File: src/rtl/i2c_master_pkg.sv
// Shared types for the I2C byte-level master: command codes, FSM states,
// quarter-phase encoding and the per-quarter open-drain drive table.
package i2c_master_pkg;

    typedef enum logic [2:0] {
        CMD_START  = 3'd0,
        CMD_RSTART = 3'd1,
        CMD_WRITE  = 3'd2,
        CMD_READ   = 3'd3,
        CMD_STOP   = 3'd4
    } cmd_e;

    typedef enum logic [3:0] {
        ST_IDLE,
        ST_START,
        ST_RSTART,
        ST_WRITE_BIT,
        ST_WRITE_ACK,
        ST_READ_BIT,
        ST_READ_ACK,
        ST_STOP,
        ST_HOLD
    } state_e;

    localparam logic [1:0] PH_Q0 = 2'd0;
    localparam logic [1:0] PH_Q1 = 2'd1;
    localparam logic [1:0] PH_Q2 = 2'd2;
    localparam logic [1:0] PH_Q3 = 2'd3;

    typedef struct packed {
        logic scl_oe;
        logic sda_oe;
    } drive_t;

    // Line drive on entry to quarter ph of state st; unlisted cases keep the current drive.
    function automatic drive_t phase_drive(input state_e     st,
                                           input logic [1:0] ph,
                                           input logic       tx_bit,
                                           input logic       rd_ack,
                                           input drive_t     cur);
        drive_t d;
        d = cur;
        case (st)
            ST_START: begin
                case (ph)
                    PH_Q0:   begin d.scl_oe = 1'b0; d.sda_oe = 1'b0; end
                    PH_Q2:   d.sda_oe = 1'b1;
                    PH_Q3:   d.scl_oe = 1'b1;
                    default: ;
                endcase
            end
            ST_RSTART: begin
                case (ph)
                    PH_Q0:   d.sda_oe = 1'b0;
                    PH_Q1:   d.scl_oe = 1'b0;
                    PH_Q2:   d.sda_oe = 1'b1;
                    default: d.scl_oe = 1'b1;
                endcase
            end
            ST_STOP: begin
                case (ph)
                    PH_Q0:   begin d.scl_oe = 1'b1; d.sda_oe = 1'b1; end
                    PH_Q1:   d.scl_oe = 1'b0;
                    PH_Q2:   d.sda_oe = 1'b0;
                    default: ;
                endcase
            end
            ST_WRITE_BIT, ST_WRITE_ACK, ST_READ_BIT, ST_READ_ACK: begin
                case (ph)
                    PH_Q0: begin
                        d.scl_oe = 1'b1;
                        case (st)
                            ST_WRITE_BIT: d.sda_oe = ~tx_bit;
                            ST_READ_ACK:  d.sda_oe = rd_ack;
                            default:      d.sda_oe = 1'b0;
                        endcase
                    end
                    PH_Q1:   d.scl_oe = 1'b0;
                    PH_Q3:   d.scl_oe = 1'b1;
                    default: ;
                endcase
            end
            default: ;
        endcase
        return d;
    endfunction

endpackage

File: src/rtl/i2c_quarter_tick.sv
// Quarter-bit timebase: pulses tick_o every QUARTER enabled cycles and
// freezes while a slave stretches SCL.
module i2c_quarter_tick #(
    parameter int QUARTER = 25
) (
    input  logic clk_i,
    input  logic rst_n_i,
    input  logic en_i,
    input  logic freeze_i,
    output logic tick_o
);
    localparam int CW = (QUARTER > 1) ? $clog2(QUARTER) : 1;
    localparam logic [CW-1:0] LAST = CW'(QUARTER - 1);

    logic [CW-1:0] cnt_q, cnt_d;

    assign tick_o = en_i && !freeze_i && (cnt_q == LAST);

    always_comb begin
        cnt_d = cnt_q;
        if (!en_i) begin
            cnt_d = '0;
        end else if (!freeze_i) begin
            cnt_d = tick_o ? '0 : cnt_q + 1'b1;
        end
    end

    always_ff @(posedge clk_i) begin
        if (!rst_n_i) begin
            cnt_q <= '0;
        end else begin
            cnt_q <= cnt_d;
        end
    end

endmodule

File: src/rtl/i2c_master.sv
// Byte-level I2C master: executes START/RSTART/WRITE/READ/STOP commands one at
// a time, each bit built from four quarter periods, with clock-stretch support.
module i2c_master
    import i2c_master_pkg::*;
#(
    parameter int CLK_FREQ = 40_000_000,
    parameter int SCL_FREQ = 400_000
) (
    input  logic       clk_i,
    input  logic       rst_n_i,
    input  logic       cmd_valid_i,
    output logic       cmd_ready_o,
    input  logic [2:0] cmd_i,
    input  logic [7:0] wr_data_i,
    input  logic       rd_ack_i,
    output logic       done_o,
    output logic [7:0] rd_data_o,
    output logic       nack_o,
    output logic       err_o,
    output logic       busy_o,
    output logic       sda_o,
    output logic       scl_o,
    output logic       sda_oe,
    output logic       scl_oe,
    input  logic       sda_i,
    input  logic       scl_i
);
    localparam int QUARTER_CALC = CLK_FREQ / (4 * SCL_FREQ);
    localparam int QUARTER      = (QUARTER_CALC < 2) ? 2 : QUARTER_CALC;

    state_e     state_q, state_d;
    logic [1:0] phase_q, phase_d;
    logic [2:0] bit_cnt_q, bit_cnt_d;
    logic [7:0] shift_q, shift_d;
    logic       rd_ack_q, rd_ack_d;
    logic [7:0] rd_data_q, rd_data_d;
    logic       nack_q, nack_d;
    logic       done_q, done_d;
    logic       err_q, err_d;
    drive_t     drive_q, drive_d;

    logic       ready;
    logic       accept;
    logic       tick;
    logic       freeze;
    logic       load_drive;
    logic       cmd_legal;
    state_e     cmd_state;

    assign ready  = (state_q == ST_IDLE) || (state_q == ST_HOLD);
    assign accept = cmd_valid_i && ready;
    // sda_i/scl_i are expected already synchronised; a synchroniser here would stall every SCL release.
    assign freeze = !drive_q.scl_oe && !scl_i;

    i2c_quarter_tick #(.QUARTER(QUARTER)) u_tick (
        .clk_i    (clk_i),
        .rst_n_i  (rst_n_i),
        .en_i     (!ready),
        .freeze_i (freeze),
        .tick_o   (tick)
    );

    always_comb begin
        cmd_legal = 1'b0;
        cmd_state = ST_IDLE;
        case (cmd_e'(cmd_i))
            CMD_START:  begin cmd_legal = (state_q == ST_IDLE); cmd_state = ST_START;     end
            CMD_RSTART: begin cmd_legal = (state_q == ST_HOLD); cmd_state = ST_RSTART;    end
            CMD_WRITE:  begin cmd_legal = (state_q == ST_HOLD); cmd_state = ST_WRITE_BIT; end
            CMD_READ:   begin cmd_legal = (state_q == ST_HOLD); cmd_state = ST_READ_BIT;  end
            CMD_STOP:   begin cmd_legal = (state_q == ST_HOLD); cmd_state = ST_STOP;      end
            default:    ;
        endcase
    end

    // NOTE: every signal written below gets a default first, so no path can infer a latch.
    always_comb begin
        state_d    = state_q;
        phase_d    = phase_q;
        bit_cnt_d  = bit_cnt_q;
        shift_d    = shift_q;
        rd_ack_d   = rd_ack_q;
        rd_data_d  = rd_data_q;
        nack_d     = nack_q;
        done_d     = 1'b0;
        err_d      = 1'b0;
        drive_d    = drive_q;
        load_drive = 1'b0;

        if (ready) begin
            if (accept) begin
                if (cmd_legal) begin
                    state_d    = cmd_state;
                    phase_d    = PH_Q0;
                    bit_cnt_d  = 3'd0;
                    shift_d    = wr_data_i;
                    rd_ack_d   = rd_ack_i;
                    load_drive = 1'b1;
                end else begin
                    done_d = 1'b1;
                    err_d  = 1'b1;
                end
            end
        end else if (tick) begin
            phase_d    = phase_q + 2'd1;
            load_drive = 1'b1;
            if (phase_q == PH_Q2) begin
                if (state_q == ST_READ_BIT) shift_d = {shift_q[6:0], sda_i};
                if (state_q == ST_WRITE_ACK) nack_d = sda_i;
            end
            if (phase_q == PH_Q3) begin
                case (state_q)
                    ST_WRITE_BIT: begin
                        shift_d   = {shift_q[6:0], 1'b0};
                        bit_cnt_d = bit_cnt_q + 3'd1;
                        if (bit_cnt_q == 3'd7) state_d = ST_WRITE_ACK;
                    end
                    ST_READ_BIT: begin
                        bit_cnt_d = bit_cnt_q + 3'd1;
                        if (bit_cnt_q == 3'd7) state_d = ST_READ_ACK;
                    end
                    ST_READ_ACK: begin
                        rd_data_d = shift_q;
                        state_d   = ST_HOLD;
                        done_d    = 1'b1;
                    end
                    ST_STOP: begin
                        state_d = ST_IDLE;
                        done_d  = 1'b1;
                    end
                    default: begin
                        state_d = ST_HOLD;
                        done_d  = 1'b1;
                    end
                endcase
            end
        end

        if (load_drive) begin
            drive_d = phase_drive(state_d, phase_d, shift_d[7], rd_ack_d, drive_q);
        end
    end

    // NOTE: state registers use non-blocking assignments so all flops update from pre-edge values.
    always_ff @(posedge clk_i) begin
        // NOTE: the datapath is small, so every flop is reset and no X can reach the bus.
        if (!rst_n_i) begin
            state_q   <= ST_IDLE;
            phase_q   <= PH_Q0;
            bit_cnt_q <= 3'd0;
            shift_q   <= 8'h00;
            rd_ack_q  <= 1'b0;
            rd_data_q <= 8'h00;
            nack_q    <= 1'b0;
            done_q    <= 1'b0;
            err_q     <= 1'b0;
            drive_q   <= '0;
        end else begin
            state_q   <= state_d;
            phase_q   <= phase_d;
            bit_cnt_q <= bit_cnt_d;
            shift_q   <= shift_d;
            rd_ack_q  <= rd_ack_d;
            rd_data_q <= rd_data_d;
            nack_q    <= nack_d;
            done_q    <= done_d;
            err_q     <= err_d;
            drive_q   <= drive_d;
        end
    end

    assign cmd_ready_o = ready;
    assign done_o      = done_q;
    assign err_o       = err_q;
    assign nack_o      = nack_q;
    assign rd_data_o   = rd_data_q;
    assign busy_o      = (state_q != ST_IDLE);
    assign sda_o       = 1'b0;
    assign scl_o       = 1'b0;
    assign sda_oe      = drive_q.sda_oe;
    assign scl_oe      = drive_q.scl_oe;

endmodule

File: config.mk
export PLATFORM = sky130hd
export DESIGN_NAME = i2c_master
export DESIGN_NICKNAME = d
export VERILOG_FILES = /design/src/rtl/i2c_master_pkg.sv /design/src/rtl/i2c_quarter_tick.sv /design/src/rtl/i2c_master.sv
export SDC_FILE = /design/constraint.sdc
export NUM_CORES = 1
export LEC_CHECK = 0
export CORE_ASPECT_RATIO = 1.2
export CORE_MARGIN = 2
export CORE_UTILIZATION = 49
export CTS_CLUSTER_DIAMETER = 60
export CTS_CLUSTER_SIZE = 25
export DETAILED_ROUTE_END_ITERATION = 10
export PLACE_DENSITY = 0.83
export SLEW_MARGIN = 25
export SYNTH_ARGS = -nofsm -noshare
export SYNTH_HDL_FRONTEND = slang
export SYNTH_SLANG_ARGS = --single-unit
File: constraint.sdc
create_clock -name clk_i -period 3.2 [get_ports clk_i]
set_input_delay 0.64 -clock clk_i [delete_from_list [all_inputs] [get_ports clk_i]]
set_output_delay 0.64 -clock clk_i [all_outputs]
set_load 0.01 [all_outputs]
### Yosys cells after proc, flatten, opt, wreduce, memory -nomap -nowiden

Index checks and enable logic that the tools add are counted.

* equal/unequal tests: 32
* muxes and demuxes: 51
* bitwise gates (word level): 3
* $add $sub $neg: 3
* reductions and logical operators: 30

Operator list (count)
* $mux 8: 8
* $eq 4x3->1 const B: 8
* $mux 4: 7
* $mux 3: 6
* $pmux 1 s2: 8
* $pmux 3 s5: 1
* $mux 1: 14
* $eq 4x2->1 const B: 3
* $pmux 4 s3: 1
* $reduce_and 4->1: 3
* $ne 3x3->1 const B: 3
* $eq 2x2->1 const B: 4
* $mux 2: 4
* $pmux 2 s4: 1
* $reduce_bool 4->1: 2
* $reduce_or 2->1: 4
* $reduce_or 4->1: 2
* $eq 3x2->1 const B: 2
* $eq 3x3->1 const B: 2
* $reduce_and 6->1: 1
* $reduce_bool 2->1: 3
* $add 5x1->5 const B: 1
* $eq 5x5->1 const B: 1
* $mux 5: 1
* other kinds (19): 29

* output and inout port bits: 17
* register bits after elaboration: 36
* input port bits: 17

### Logic depth before layout (Yosys ltp)

Gate-level depths: netlist of the first run.

* depth after elaboration: 11
* depth in mapped cells: 12
* gate-level depth less buffers: 12

### By module

Synthesis of the first run repeated with hierarchy kept, for this count alone.

* cells, all modules: 249
* area, all modules: 2232.1 µm²

By module, submodules not included
* i2c_master: area an instance 1949.4 µm², cells each 221, times used 1
* i2c_quarter_tick: area an instance 282.8 µm², cells each 28, times used 1

### Worst setup path before layout of the first run

Ideal clock, no wire load.

* path type: in2reg
* start point: in cmd_i[0]
* end point: reg drive_q, in the netlist sda_oe
* required time: 3.109 ns
* path slack: 0.181 ns
* setup time: 0.091 ns
* cell stages on the path: 12
* data arrival time: 2.928 ns
* path through: clkbuf_1 -> or4_4 -> o211ai_2 -> and2_2 -> buf_6 -> a211oi_1 -> inv_1 -> ha_1 -> and2b_1 -> a32oi_1 -> and3_1 -> a311oi_1

* elaborated cells on any way between the ends: 43

RTL lines
* from (decl): line i2c_master.sv:13 `input logic [2:0] cmd_i,`
* $eq 3x3->1 (tied with other cells): line i2c_master.sv:66 `case (cmd_e'(cmd_i))`
* $reduce_or 4->1 (no line)
* $pmux 1 s2 (*): line i2c_master.sv:66
* $mux 2 (*): line i2c_master.sv:92 `if (cmd_legal) begin`
* $mux 2 (*): line i2c_master.sv:91 `if (accept) begin`
* $mux 2 (*): line i2c_master.sv:90 `if (ready) begin`
* named net phase_d[1]: line i2c_master.sv:32 `logic [1:0] phase_q, phase_d;`
* $eq 2x2->1 or $logic_not 2->1 (tied branches): line i2c_master_pkg.sv:45, i2c_master_pkg.sv:53, i2c_master_pkg.sv:61
* $pmux 1 s2 (tied with other cells): line i2c_master_pkg.sv:61 `case (ph)`
* $pmux 2 s4 or $reduce_and 4->1 (tied branches)
* to (signal assigned): line i2c_master.sv:168 `drive_q <= drive_d;`
* to (decl): line i2c_master.sv:40 `drive_t drive_q, drive_d;`

Mark *: on every way through the listed nets, which the timed path passes. The rest lies on a longest branch. The select of a mux whose other input is x is not followed.
A chain may end at the register's enable or synchronous reset.

### Worst setup path after layout of the first run

* start point: in cmd_i[1]
* end point: reg drive_q, in the netlist sda_oe

* word-level cells in the longest chain between the ends: 10
* elaborated cells on any way between the ends: 43

RTL lines
* $eq 3x3->1 (tied with other cells): line i2c_master.sv:66
* $reduce_or 4->1 (no line)
* $pmux 1 s2: line i2c_master.sv:66
* $mux 4 or $mux 8 (tied branches): line i2c_master.sv:92
* $mux 4 or $mux 8 (tied branches): line i2c_master.sv:91
* $mux 4 or $mux 8 (tied branches): line i2c_master.sv:90
* $eq 4x3->1 (tied with other cells): line i2c_master_pkg.sv:43, i2c_master_pkg.sv:72
* $pmux 1 s2 or $reduce_or 4->1 (tied branches): line i2c_master_pkg.sv:72, i2c_master_pkg.sv:43
* $mux 1 (tied with other cells): line i2c_master_pkg.sv:69 `case (ph)`
* $pmux 2 s4 or $reduce_and 4->1 (tied branches)

Parallel ways exist; a longest one is shown, timed or not. The select of a mux whose other input is x is not followed.

==> results of run 1 <==
cell usage after synthesis, types with 3 or more instances:
cell and instances:
dfxtp_1 36, nor2_1 35, nand2_1 24, a21oi_1 18, ha_1 11, mux2i_1 11
inv_1 10, a22oi_1 9, nor3_1 8, o21ai_0 7, buf_2 6, nand2b_1 5
nand3b_1 5, o211ai_1 5, clkbuf_1 4, nand4_1 4, or2_2 4, xor2_1 4
buf_4 3, buf_6 3, nand3_1 3, o31ai_1 3
area by class of cell:
class	count	area [um^2]	share of cell area (%)
clock inverters	2	35.0	1.26
multi-input cells	208	1410	50.4
flip-flops and latches	36	721	25.8
clock buffers	6	72.6	2.60
inverters	10	37.5	1.35
well taps	58	72.6	2.60
repair buffers	49	445	16.0
registers in the layout, summed over array words and instances, names as in the netlist, 2 cells and up:
register      count
state_q           4
rd_data_o         8
shift_q           8
bit_cnt_q         3
phase_q           2
u_tick.cnt_q      5
how the worst max path moves through the flow:
| stage | endpoint | from | slack (ns) |
|---|---|---|---|
| finish | sda_oe$_SDFFE_PN0P_ | cmd_i[1] | 0.19 |
| CTS | sda_oe$_SDFFE_PN0P_ | cmd_i[1] | 0.25 |
| detailed placement | sda_oe$_SDFFE_PN0P_ | cmd_i[1] | -0.05 |
| global route | sda_oe$_SDFFE_PN0P_ | cmd_i[1] | 0.04 |
| global placement | sda_oe$_SDFFE_PN0P_ | cmd_i[2] | 0.07 |
| floorplan | sda_oe$_SDFFE_PN0P_ | cmd_i[0] | 0.18 |
cells by family after synthesis:
kind of cell	after synthesis	synth area share, %
xor gates and xnor gates	5	1.94
AOI/OAI and AO/OA	70	22.9
adders and majority gates	11	6.08
other	1	0.166
muxes	11	4.87
buffers and inverters	26	6.14
and+or+nand+nor	109	26.1
DFF	36	31.9
routing by layer:
layer | vias to the layer above | track usage (%)
met4 | 0 | 13.5
met2 | 71 | 38.4
met3 | 15 | 5.30
met5 | - | 0
li1 | 1051 | -
met1 | 1007 | 28.4
power breakdown:
group          internal (mW)  leakage (nW)  switching, mW
clock network          0.231        0.0552          0.166
logic                 0.0444         0.711         0.0451
registers              0.452         0.291        0.00364
total                  0.728          1.06          0.215
cell usage in the layout (no fill, tap or decap), types with 3 or more instances in the layout:
| cell | synthesis | routed |
|---|---|---|
| dfxtp_1 | 36 | 36 |
| nor2_1 | 35 | 35 |
| clkdlybuf4s50_1 | 0 | 31 |
| nand2_1 | 24 | 24 |
| a21oi_1 | 18 | 18 |
| buf_4 | 3 | 18 |
| mux2i_1 | 11 | 11 |
| ha_1 | 11 | 11 |
| inv_1 | 10 | 10 |
| a22oi_1 | 9 | 9 |
| nor3_1 | 8 | 8 |
| o21ai_0 | 7 | 7 |
| nand2b_1 | 5 | 5 |
| o211ai_1 | 5 | 5 |
| nand3b_1 | 5 | 5 |
| clkbuf_8 | 0 | 5 |
| or2_2 | 4 | 4 |
| nand4_1 | 4 | 4 |
| xor2_1 | 4 | 4 |
| nand3_1 | 3 | 3 |
| o31ai_1 | 3 | 3 |
critical path: stages:
cell and delay (ns):
clkdlybuf4s50_1 0.50, or4bb_1 0.55, o211ai_2 0.11, a21oi_1 0.11, a21oi_1 0.29, ha_1 0.21, and2b_1 0.19, a32oi_1 0.22
a31oi_1 0.12, a311oi_1 0.26
stage by stage:
| stage | utilization, % | std cells | cell area [um^2] | setup TNS, ns | hold WS [ns] |
|---|---|---|---|---|---|
| final | 61.6 | 369 | 2790 | 0 | 0.463 |
| after global routing | 61.6 | 369 | 2790 | 0 | 0.485 |
| after CTS | 61.6 | 369 | 2790 | 0 | 0.467 |
| after detailed placement | 59.3 | 361 | 2680 | -0.0782 | 0.457 |
| after global placement | 59.3 | 361 | 2680 | 0 | 0.442 |
| after floorplan | - | 270 | 2270 | 0 | 0.436 |
==> metrics.txt, run 1 <==
status=finished, final reports clean; power per cell area=~340 mW/mm^2; first-pass GRT wire length=between 9000 and 10000 um; synth unique cells=between 60 and 70; GP Congestion=around 0.87; Setup violations, final=0; Initial Util=around half; IO buf count=31; hold depth=2; top routing layer used=met4; R2R Path End=sda_oe$_SDFFE_PN0P_; ranking of synthesized cells by area=dfxtp_1, ha_1, nor2_1; Worst EP arrival=~3.2 ns; gate count after technology mapping=269; DIE WIDTH=66.0 um; # diodes=0; slew margin rel.=a little over 40%; Post-CTS Setup Repair Bufs=0; CTS tree=done; Synth Cell Area=between 0.002 and 0.0025 mm^2; total CTS buffers=5; Worst Path Max Fanout=6; leading area contributor after synthesis=dfxtp_1; #FFs+latches synth=36; FFs w/ async S/R, synth=0%; Worst Slack Setup Final=between 0.15 and 0.2 ns; Final ANT Viol Nets=0; Clock Latency Late Sink=just under 0.3 ns; register area share after synthesis=about a third; CTS H-tree lvls=2; WS Path Type=in2reg; Boundary Pins=34; Warnings, synthesis=0; vias in the first global route=2105; Mean Syn Cell Area=~8.4 um^2; endpoint of the worst hold path=bit_cnt_q[2]$_SDFFE_PN0P_; iteration count of the initial detailed-routing pass=5; area delta synth->final=23.3%; hold_sp=bit_cnt_q[2]$_SDFFE_PN0P_; worst reg2reg startpoint=state_q[0]$_SDFF_PN0_; Worst-path clk slew=approximately 0.07 ns; EDFF count, synth=0; Hold WC Path Type=reg2reg; Final Total Pwr=943 uW; DR WL met3=approximately 320 um; Chip Height=between 70 and 80 um; CTS resizes=0; hpwl dp=a little over 4000 um; layout cell share with drive strength beyond 1=~13%; fillers=399; most common flop cell mapped by yosys=dfxtp_1; R2R depth=11; final worst path period share=between 90% and 100%; RSZ-0062 raised after global routing=no; DR WL/cell=between 15 and 20 um; wire length on met2=2760 um; Core Area=~0.0045 mm^2; max-cap violation count=0; min cycle time layout=3.01 ns; largest net degree at the start of global routing=31; share of the synthesized area in the top cell type=31.9%; root buffer cell=clkbuf_8; via-per-instance ratio=roughly 5.8; WL final=between 5000 and 6000 um; Congestion Overflow GR=0; DR vias=2144; peak supply drop=about 250 uV; f_max=between 300 and 400 MHz; Tightest Pin Transition=around 0.88 ns; Startpoint Class=primary input; antenna violations before repair=0; nets=between 300 and 400; final number of hold-violating endpoints=0; worst reg-to-reg setup slack=~0.44 ns; Total GRT Usage=between 20% and 30%; Final Max Slew Viols=0; critical path required time=around 3.4 ns; area of the die=~0.0052 mm^2; # DRC=0; site row count=27; Final Skew=between 0.006 and 0.007 ns; crit end category=register; M1 WL=about 2300 um; DRT iter0 DRCs=~140; post-placement setup slack=-0.0546 ns; Sink Count=36; LEAKAGE=roughly 1.1 nW; hold buffer count at CTS=0; maximum clock path buffer count=2
(Power assumes the default switching activity.)
==> run 2, diff against run 1 <==
CORE_MARGIN = not set   (was 2)
SLEW_MARGIN = not set   (was 25)
==> metrics.txt, run 2 (synthesis results as in run 1) <==
status=finished, final reports clean; DRT iter0 DRCs=a little under 90; min cycle time layout=between 2 and 3 ns; Core Area=0.00436 mm^2; layout cell share with drive strength beyond 1=approximately 14%; site row count=26; worst reg2reg startpoint=state_q[0]$_SDFF_PN0_; cell with the largest stage delay on the worst path=or4_4; Final Skew=around 0.009 ns; DR WL/cell=about 15 um; WS Path Type=in2reg; Total GRT Usage=approximately a quarter; power per cell area=roughly 320 mW/mm^2; Hold WC Path Type=reg2reg; crit path buf inv count=1; R2R Path End=sda_oe$_SDFFE_PN0P_; fin cells=~370; maximum clock path buffer count=2; Top Family by Delay on Critical Path=compound AO/OA/AOI/OAI gates; max-cap violation count=0; root buffer cell=clkbuf_8; critical path required time=3.40 ns; most frequent cells in the layout=dfxtp_1, nor2_1, clkdlybuf4s50_1; total CTS buffers=5; via-per-instance ratio=slightly below 6; largest net degree at the start of global routing=31; Worst-path clk slew=0.08 ns; iteration count of the initial detailed-routing pass=4; CTS tree=done; Clock Latency Late Sink=around 0.30 ns; Post-CTS Setup Repair Bufs=0; CTS H-tree lvls=2; Initial Util=between 50% and 60%; R2R depth=11; DIE WIDTH=64.0 um; setup TNS=0 ns; Fin Hold WS=about 0.46 ns; crit end category=register; # diodes=0; Final ANT Viol Nets=0; WL final=~5500 um; RSZ-0062 raised after global routing=no; # DRC=0; Setup violations, final=0; f_max=~340 MHz; DR vias=~2200; first-pass GRT wire length=approximately 9200 um; worst setup path start=cmd_i[2]; area of the die=between 0.004 and 0.005 mm^2; nets=roughly 340; area delta synth->final=23.1%; Sink Count=36; Crit path depth=10; IO buf count=31; worst-path cell chain=clkdlybuf4s50_1 > or4_4 > o211ai_2 > a21oi_1 > a21oi_2 > ha_1 > and2b_1 > a32oi_1 > a31oi_1 > a311oi_1; LEAKAGE=between 1 and 1.5 nW; Final Max Slew Viols=0; antenna violations before repair=0; hpwl dp=between 4000 and 5000 um; most common cell after layout, fill and taps aside=dfxtp_1; Worst Path Max Fanout=6; placed cells=360; Boundary Pins=34; final number of hold-violating endpoints=0; Worst EP arrival=3.16 ns; Setup crit end=sda_oe$_SDFFE_PN0P_; peak supply drop=254 uV; GP Congestion=between 0.9 and 1; Congestion Overflow GR=0; worst reg-to-reg setup slack=around 0.46 ns; vias in the first global route=approximately 2000; fillers=around 390; final worst path period share=between 90% and 100%; Chip Height=76.4 um; Tightest Pin Transition=0.921 ns; Startpoint Class=primary input; slew margin rel.=38.5%; Max stage delay on crit path=between 0.5 and 0.6 ns
==> run 2: how the worst min path moves through the flow <==
stage	from	end	cells after the start	slack, ns
6_report	bit_cnt_q[2]$_SDFFE_PN0P_	bit_cnt_q[2]$_SDFFE_PN0P_	2	0.46
3_5_place_dp	bit_cnt_q[1]$_SDFFE_PN0P_	bit_cnt_q[1]$_SDFFE_PN0P_	2	0.46
3_3_place_gp	bit_cnt_q[2]$_SDFFE_PN0P_	bit_cnt_q[2]$_SDFFE_PN0P_	2	0.44
2_1_floorplan	bit_cnt_q[1]$_SDFFE_PN0P_	bit_cnt_q[1]$_SDFFE_PN0P_	2	0.44
4_1_cts	bit_cnt_q[1]$_SDFFE_PN0P_	bit_cnt_q[1]$_SDFFE_PN0P_	2	0.47
5_1_grt	bit_cnt_q[2]$_SDFFE_PN0P_	bit_cnt_q[2]$_SDFFE_PN0P_	2	0.49
==> run 2: worst reg2reg max path, cell delays in order, from the launching register on <==
cell,delay [ns]
dfxtp_1,0.56
or3_1,0.21
inv_1,0.09
nor3_2,0.37
nor2_1,0.07
a211oi_1,0.26
inv_1,0.11
ha_1,0.20
and2b_1,0.21
a32oi_1,0.12
and3_1,0.22
a311oi_1,0.23
==> run 2: timing repair <==
action                     in CTS  in global routing
setup endpoints to repair       0                  1
resized for setup               0                  1
hold buffers                    0                  0
==> run 2: metrics by stage <==
stage	util [%]	total power [mW]	cell area, um^2	setup WS, ns
2_1_floorplan	-	0.517	2270	0.181
3_3_place_gp	61.7	0.553	2690	-0.00517
3_5_place_dp	61.7	0.554	2690	-0.101
4_1_cts	63.8	0.883	2780	0.159
5_1_grt	63.9	0.911	2780	0.0230
6_report	63.9	0.881	2780	0.241
==> run 2: cell type report <==
class	instances	area (um^2)	share of cell area [%]
clock buffers	5	68.8	2.47
clock inverters	3	23.8	0.854
inverters	10	37.5	1.35
multi-input cells	208	1410	50.7
flip-flops and latches	36	721	25.9
well taps	56	70.1	2.52
repair buffers	50	453	16.3
==> run 2: per-layer routing <==
metal  global-route usage [%]  part of all wire, %  wire, um
met5                        0                    0         0
met4                     14.3                  3.6       195
met3                     5.69                  4.6       253
met2                     40.2                   49      2670
met1                     28.2                   43      2350
==> run 2: power breakdown <==
| part | switching, mW | internal (mW) |
|---|---|---|
| Clock | 0.181 | 0.154 |
| Sequential | 0.00343 | 0.452 |
| Combinational | 0.0460 | 0.0444 |
==> variant 1, RTL diff (settings of run 2) <==
Register the output `err_o` once more, cleared by the reset; this adds one clock of latency there. The other outputs are not delayed to match.
--- a/src/rtl/i2c_master.sv
+++ b/src/rtl/i2c_master.sv
@@ -171,7 +171,13 @@
 
     assign cmd_ready_o = ready;
     assign done_o      = done_q;
-    assign err_o       = err_q;
+    always_ff @(posedge clk_i) begin
+        if (!rst_n_i) begin
+            err_o <= '0;
+        end else begin
+            err_o <= err_q;
+        end
+    end
     assign nack_o      = nack_q;
     assign rd_data_o   = rd_data_q;
     assign busy_o      = (state_q != ST_IDLE);
Function: changed (a bounded check fails within 4 cycles, from zero or initial values and one cycle with rst_n_i low).
==> variant 1 against run 2 <==
- critical path depth did not move
- worst setup slack got worse by 0.075 ns
- routed wire length fell by 5.3%
- global-route usage fell by 1.6 points
- die area rose by 1.3%
- synthesized cell count fell by 4.1%
- design area rose by 0.99%
- synthesized area rose by 1.3%
- sequential cell count rose by 1
- via count fell by 5.9%
- power fell by 2.1%
- count of clock-buffer cells in the layout did not move
==> variant 1: results (changes against run 2) <==
- The flow ran to the end, and the final reports show no timing, DRC or antenna violations.
- The class of the tightest hold or removal check is reg2reg.
- After clock tree synthesis, the clock-pin slew on the worst setup and hold paths is 0.07 ns.
- The number of antenna violations at the first check in global routing is 0 (unchanged).
- The launch point of the worst path is cmd_i[2].
- The worst IR drop on VDD is 0.000277 V (+9.0%).
- The worst-case reg-to-reg path depth is 11 (unchanged).
- The first-pass GRT wire length is 8930 um (-3.0%).
- The number of different library cells in the post-synthesis netlist is 72 (+16%).
- The number of buffers created by CTS is 5 (unchanged).
- The cell with the largest stage delay on the worst path is sky130_fd_sc_hd__or4_4.
- The maximum clock rate is 330 MHz (-2.5%).
- The static power due to leakage is 1.06 nW (+1.5%).
- The number of warning messages in the yosys log was 0 (unchanged).
- The number of H-tree levels was 2 (unchanged).
- The buffer cell driving the clock tree root is sky130_fd_sc_hd__clkbuf_8.
- The ratio of cells with drive above 1 in the final layout is 0.173 (+0.0349).
- The source of the worst register-to-register timing path is u_tick.cnt_q[0].
- The total of buffers placed on input and output ports is 31 (unchanged).
- The global router's overall resource usage is 0.228 (-0.0159).
- In this design, the stage delay of the slowest critical-path cell is 0.55 ns.
- The later-pin clock latency in the skew report is 0.29 ns.
- The largest net degree at the start of global routing came to 15 (-52%).
- The antenna cell count is 0 (unchanged).
- The deepest clock path buffer count is 2 (unchanged).
- The critical path arrival is 3.26 ns (+0.10 ns).
- The filler cell count is 374 (-3.4%).
- The highest routed metal layer is met4.
- The half-perimeter wire length of the detailed placement result is 3840 um (-4.1%).
- The number of cells upsized or downsized after cts is 0 (unchanged).
- The number of nets in the layout came to 330 (-2.7%).
- The routed metal-1 wirelength was 2330 um (-0.68%).
- The async set or reset register ratio after synthesis came to 0 (unchanged).
- The first-pass iteration count of the detailed router is 5 (+1).
- The setup skew after layout is 0.00350 ns (-0.00567 ns).
- Following the worst setup path forward leads to its endpoint at scl_oe.
- The number of core rows is 26 (unchanged).
- The met3 wire length is 218 um (-14%).
- The sequential element share of the synthesized area came to 0.323 (+0.00456).
- Counting instances in the post-synthesis netlist gives the leading cell types as sky130_fd_sc_hd__dfxtp_1 (37), sky130_fd_sc_hd__nor2_1 (30), sky130_fd_sc_hd__nand2_1 (17).
- The register-to-register setup slack was 0.50 ns (+0.04 ns).
- The pre-CTS setup slack is -0.111 ns (-0.00952 ns).
- The actual transition at the worst max-transition pin is 0.512 ns (-0.409 ns).
- Yosys attributes the largest share of cell area to sky130_fd_sc_hd__dfxtp_1 (32%), sky130_fd_sc_hd__ha_1 (6.0%), sky130_fd_sc_hd__nor2_1 (4.9%).
- The post-CTS setup buffer count is 0 (unchanged).
- The routed length per instance is 14.5 um (-2.4%).
- The met2 wire length was 2560 um (-4.1%).
- The placer congestion estimate was 0.849 (-8.8%).
- The maximum net fanout on the critical path is 5 (-1).
- The number of vias per cell is 5.69 (-3.0%).
- The number of DRC violations after detailed-routing iteration 0 is 142 (+61%).
==> variant 1: changes by cell type after synthesis, sizes merged, moves of 2 or more <==
cell | before | now
a211oi | 3 | 1
a21oi | 18 | 14
and2 | 1 | 6
nand2 | 24 | 17
nand3 | 3 | 1
nand3b | 5 | 1
nor2 | 36 | 30
nor2b | 2 | 5
nor3b | 2 | 4
nor4 | 0 | 4
o21a | 3 | 1
==> variant 1: worst min-delay path by stage <==
stage / start / endpoint / slack, ns / cells after the start
6_report: err_q / err_o / 0.44 / 1
5_1_grt: err_q / err_o / 0.45 / 1
4_1_cts: err_q / err_o / 0.45 / 1
3_5_place_dp: err_q / err_o / 0.43 / 1
3_3_place_gp: err_q / err_o / 0.42 / 1
2_1_floorplan: err_q / err_o / 0.41 / 1
==> variant 1: power breakdown <==
group | leakage (nW) | internal [W] | switching, W
registers | 0.299 | 0.000465 | 0.00000279
logic | 0.724 | 0.0000487 | 0.0000455
clock network | 0.0399 | 0.000143 | 0.000157
==> variant 1: cells by family after synthesis <==
group / count (synthesis) / share of synthesized area
buffers and inverters: 26 / 0.0584
muxes: 12 / 0.0529
AOI/OAI and AO/OA: 58 / 0.209
other: 1 / 0.00164
adders and majority gates: 11 / 0.0600
DFF: 37 / 0.323
and+or+nand+nor: 107 / 0.272
xor gates and xnor gates: 6 / 0.0229
==> variant 1: metrics by stage <==
| stage | instances | setup TNS, ns | instance area (um^2) | hold slack [ns] | power, W |
|---|---|---|---|---|---|
| after CTS | 357 | 0 | 2810 | 0.447 | 0.000869 |
| after detailed placement | 351 | -0.111 | 2740 | 0.431 | 0.000571 |
| after global routing | 357 | 0 | 2810 | 0.453 | 0.000901 |
| after global placement | 351 | -0.0220 | 2740 | 0.416 | 0.000569 |
| final | 357 | 0 | 2810 | 0.441 | 0.000862 |
| after floorplan | 259 | 0 | 2300 | 0.412 | 0.000530 |
==> variant 1: critical path: cells and delay by family <==
family	cells	cell delay [ns]
simple gates	2	1.07
compound gates	5	0.69
buf+inv	1	0.48
mux	1	0.19
fa+ha+maj	1	0.18
==> variant 1: area by class of cell <==
class / instances / area, um^2 / share of cell area
Multi-Input combinational cell: 196 / 1420 / 0.506
Sequential cell: 37 / 741 / 0.263
Timing Repair Buffer: 52 / 468 / 0.166
Tap cell: 56 / 70.1 / 0.0249
Clock buffer: 5 / 68.8 / 0.0245
Inverter: 10 / 37.5 / 0.0134
Clock inverter: 1 / 5.00 / 0.00178
==> variant 1: layer usage <==
| layer | up-vias | global-route usage |
|---|---|---|
| li1 | 1014 | - |
| met1 | 957 | 0.281 |
| met2 | 54 | 0.378 |
| met3 | 6 | 0.0521 |
| met4 | 0 | 0.0889 |
| met5 | - | 0 |
==> variant 2, RTL diff (config.mk and constraints of run 2) <==
Made on the original files. The parameter `CLK_FREQ` goes from 40_000_000 to 80_000_000.
--- a/src/rtl/i2c_master.sv
+++ b/src/rtl/i2c_master.sv
@@ -3,7 +3,7 @@
 module i2c_master
     import i2c_master_pkg::*;
 #(
-    parameter int CLK_FREQ = 40_000_000,
+    parameter int CLK_FREQ = 80_000_000,
     parameter int SCL_FREQ = 400_000
 ) (
     input  logic       clk_i,
Formal check against the unedited RTL: same outputs for any inputs over 10 cycles, from zero or initial values and one cycle with rst_n_i low; that may be too few to reach the edited logic, so the function may still have changed.
==> variant 2 against run 2 <==
- synthesized area down 1.9%
- global-route usage up 1.5 points
- largest power group unchanged
- routed wire length up 11%
- worst setup slack worse by 0.18 ns
- fmax down 5.7%
- sequential cell count up 1
- design area up 8.6%
- power up 6.8%
- combinational power up 7.6%
==> variant 2: results (changes against run 2) <==
- The flow ran to the end, and the final reports show no timing, DRC or antenna violations.
- The sequential cell fraction of total power was 0.498 (-0.019).
- The synthesized-area fraction occupied by xor and xnor cells came to 0.0316 (+0.0122).
- The sequential element share of the synthesized area came to 0.334 (+0.0153).
- The setup skew after layout is 0.0112 ns (+0.00200 ns).
- The worst IR drop on VDD is 0.000237 V (-6.6%).
- The number of instances on the worst hold path came to 2 (unchanged).
- Ranked by instance count, the synthesized netlist is headed by sky130_fd_sc_hd__dfxtp_1 (37), sky130_fd_sc_hd__nor2_1 (20), sky130_fd_sc_hd__nor2b_1 (16).
- The half-perimeter wire length of the detailed placement result is 3930 um (-2.1%).
- The total of plain and repair buffers excluding clock buffers was 77 (+54%).
- The number of vias per cell came to 5.74 (-2.2%).
- The number of clock sinks seen by CTS is 37 (+2.8%).
- The number of global-route vias before repair was 2064 (+2.0%).
- The static power due to leakage was 1.27 nW (+22%).
- The largest net degree at the start of global routing is 28 (-9.7%).
- The largest stage delay on the critical path is 0.54 ns (-0.02 ns).
- The area fraction in compound gates after synthesis is 0.183 (-0.0462).
- The fraction of power spent switching nets came to 0.238 (-0.0236).
- The proportion of cell area occupied by registers was 0.245 (-0.0138).
- The ratio of cells with drive above 1 in the final layout is 0.269 (+0.131).
- The power in combinational cells came to 0.0000973 W (+7.6%).
- The number of cells upsized or downsized after cts is 11 (+11).
- The first-pass GRT wire length was 9430 um (+2.4%).
- The count of clock-net buffers in the final layout was 7 (+2).
- In the post-synthesis netlist, the biggest area contributors are sky130_fd_sc_hd__dfxtp_1 (33%), sky130_fd_sc_hd__ha_1 (6.2%), sky130_fd_sc_hd__mux2i_1 (4.5%).
- The cell with the largest stage delay on the worst path is sky130_fd_sc_hd__or4b_4.
- The clock network contribution to total cell area is 0.0348 (+0.00151).
- The actual transition at the worst max-transition pin is 0.598 ns (-0.322 ns).
- The pre-CTS setup slack is -0.564 ns (-0.463 ns).
- The multi-input combinational gate total is 190 (-8.7%).
- The tightest min-delay check is of the reg2reg type.
- The count of inverters other than clock inverters in the layout came to 8 (-2).
- The kind of cell adding the most delay to the critical path is simple AND/OR/NAND/NOR gates.
- The critical path arrival is 3.34 ns (+0.18 ns).
- The number of nets in the layout was 347 (+2.4%).
- The portion of the layout cell area used by non-clock buffers came to 0.215 (+0.0525).
- The placer congestion estimate was 0.912 (-2.1%).
- The number of buffers created by CTS is 5 (unchanged).
- The filler cell count came to 321 (-17%).
- The post-CTS setup buffer count was 6 (+6).
- The number of DRC violations after detailed-routing iteration 0 is 134 (+52%).
- The portion of netlist area occupied by mux cells came to 0.0451 (-0.00355).
- The launch point of the worst hold path is shift_q[5].
- The total wirelength of the detailed-routed design is 6050 um (+11%).
- The source of the worst register-to-register timing path is u_tick.cnt_q[0].
- The share of synthesized cell area in full adder, half adder and majority cells is 0.0620 (+0.00120).
- The combinational fraction of design power is 0.103 (about the same).
- The global router's overall resource usage is 0.259 (+0.0155).
- The area taken by multi-input logic gates came to 1430 um^2 (+1.2%).
- The number of different library cells in the post-synthesis netlist is 58 (-6.5%).
[variant 2: cell types whose count changed after synthesis, moves of 5 or more]
cell and delta:
sky130_fd_sc_hd__nand2_1 -11, sky130_fd_sc_hd__o211ai_1 -5, sky130_fd_sc_hd__a21oi_1 -12, sky130_fd_sc_hd__nor2_1 -15
sky130_fd_sc_hd__buf_2 -5, sky130_fd_sc_hd__and2_1 +6, sky130_fd_sc_hd__nor2b_1 +14
[variant 2: final timing paths]
path / end / slack [ns]
worst max-delay path: scl_oe / 0.06
worst min-delay path: shift_q[5] / 0.48
worst max register to register: scl_oe / 0.13
worst min register to register: shift_q[5] / 0.48
[variant 2: routing by layer]
layer	up-vias	track usage	share of wire
li1	1022	-	-
met1	1019	0.275	0.40
met2	91	0.480	0.51
met3	26	0.0509	0.059
met4	0	0.157	0.036
met5	-	0	0
[variant 2: per-stage QoR]
step,instances,instance area [um^2]
after floorplan,248,2260
after global placement,360,2820
after detailed placement,360,2820
after CTS,374,2990
after global routing,376,3020
final,376,3020
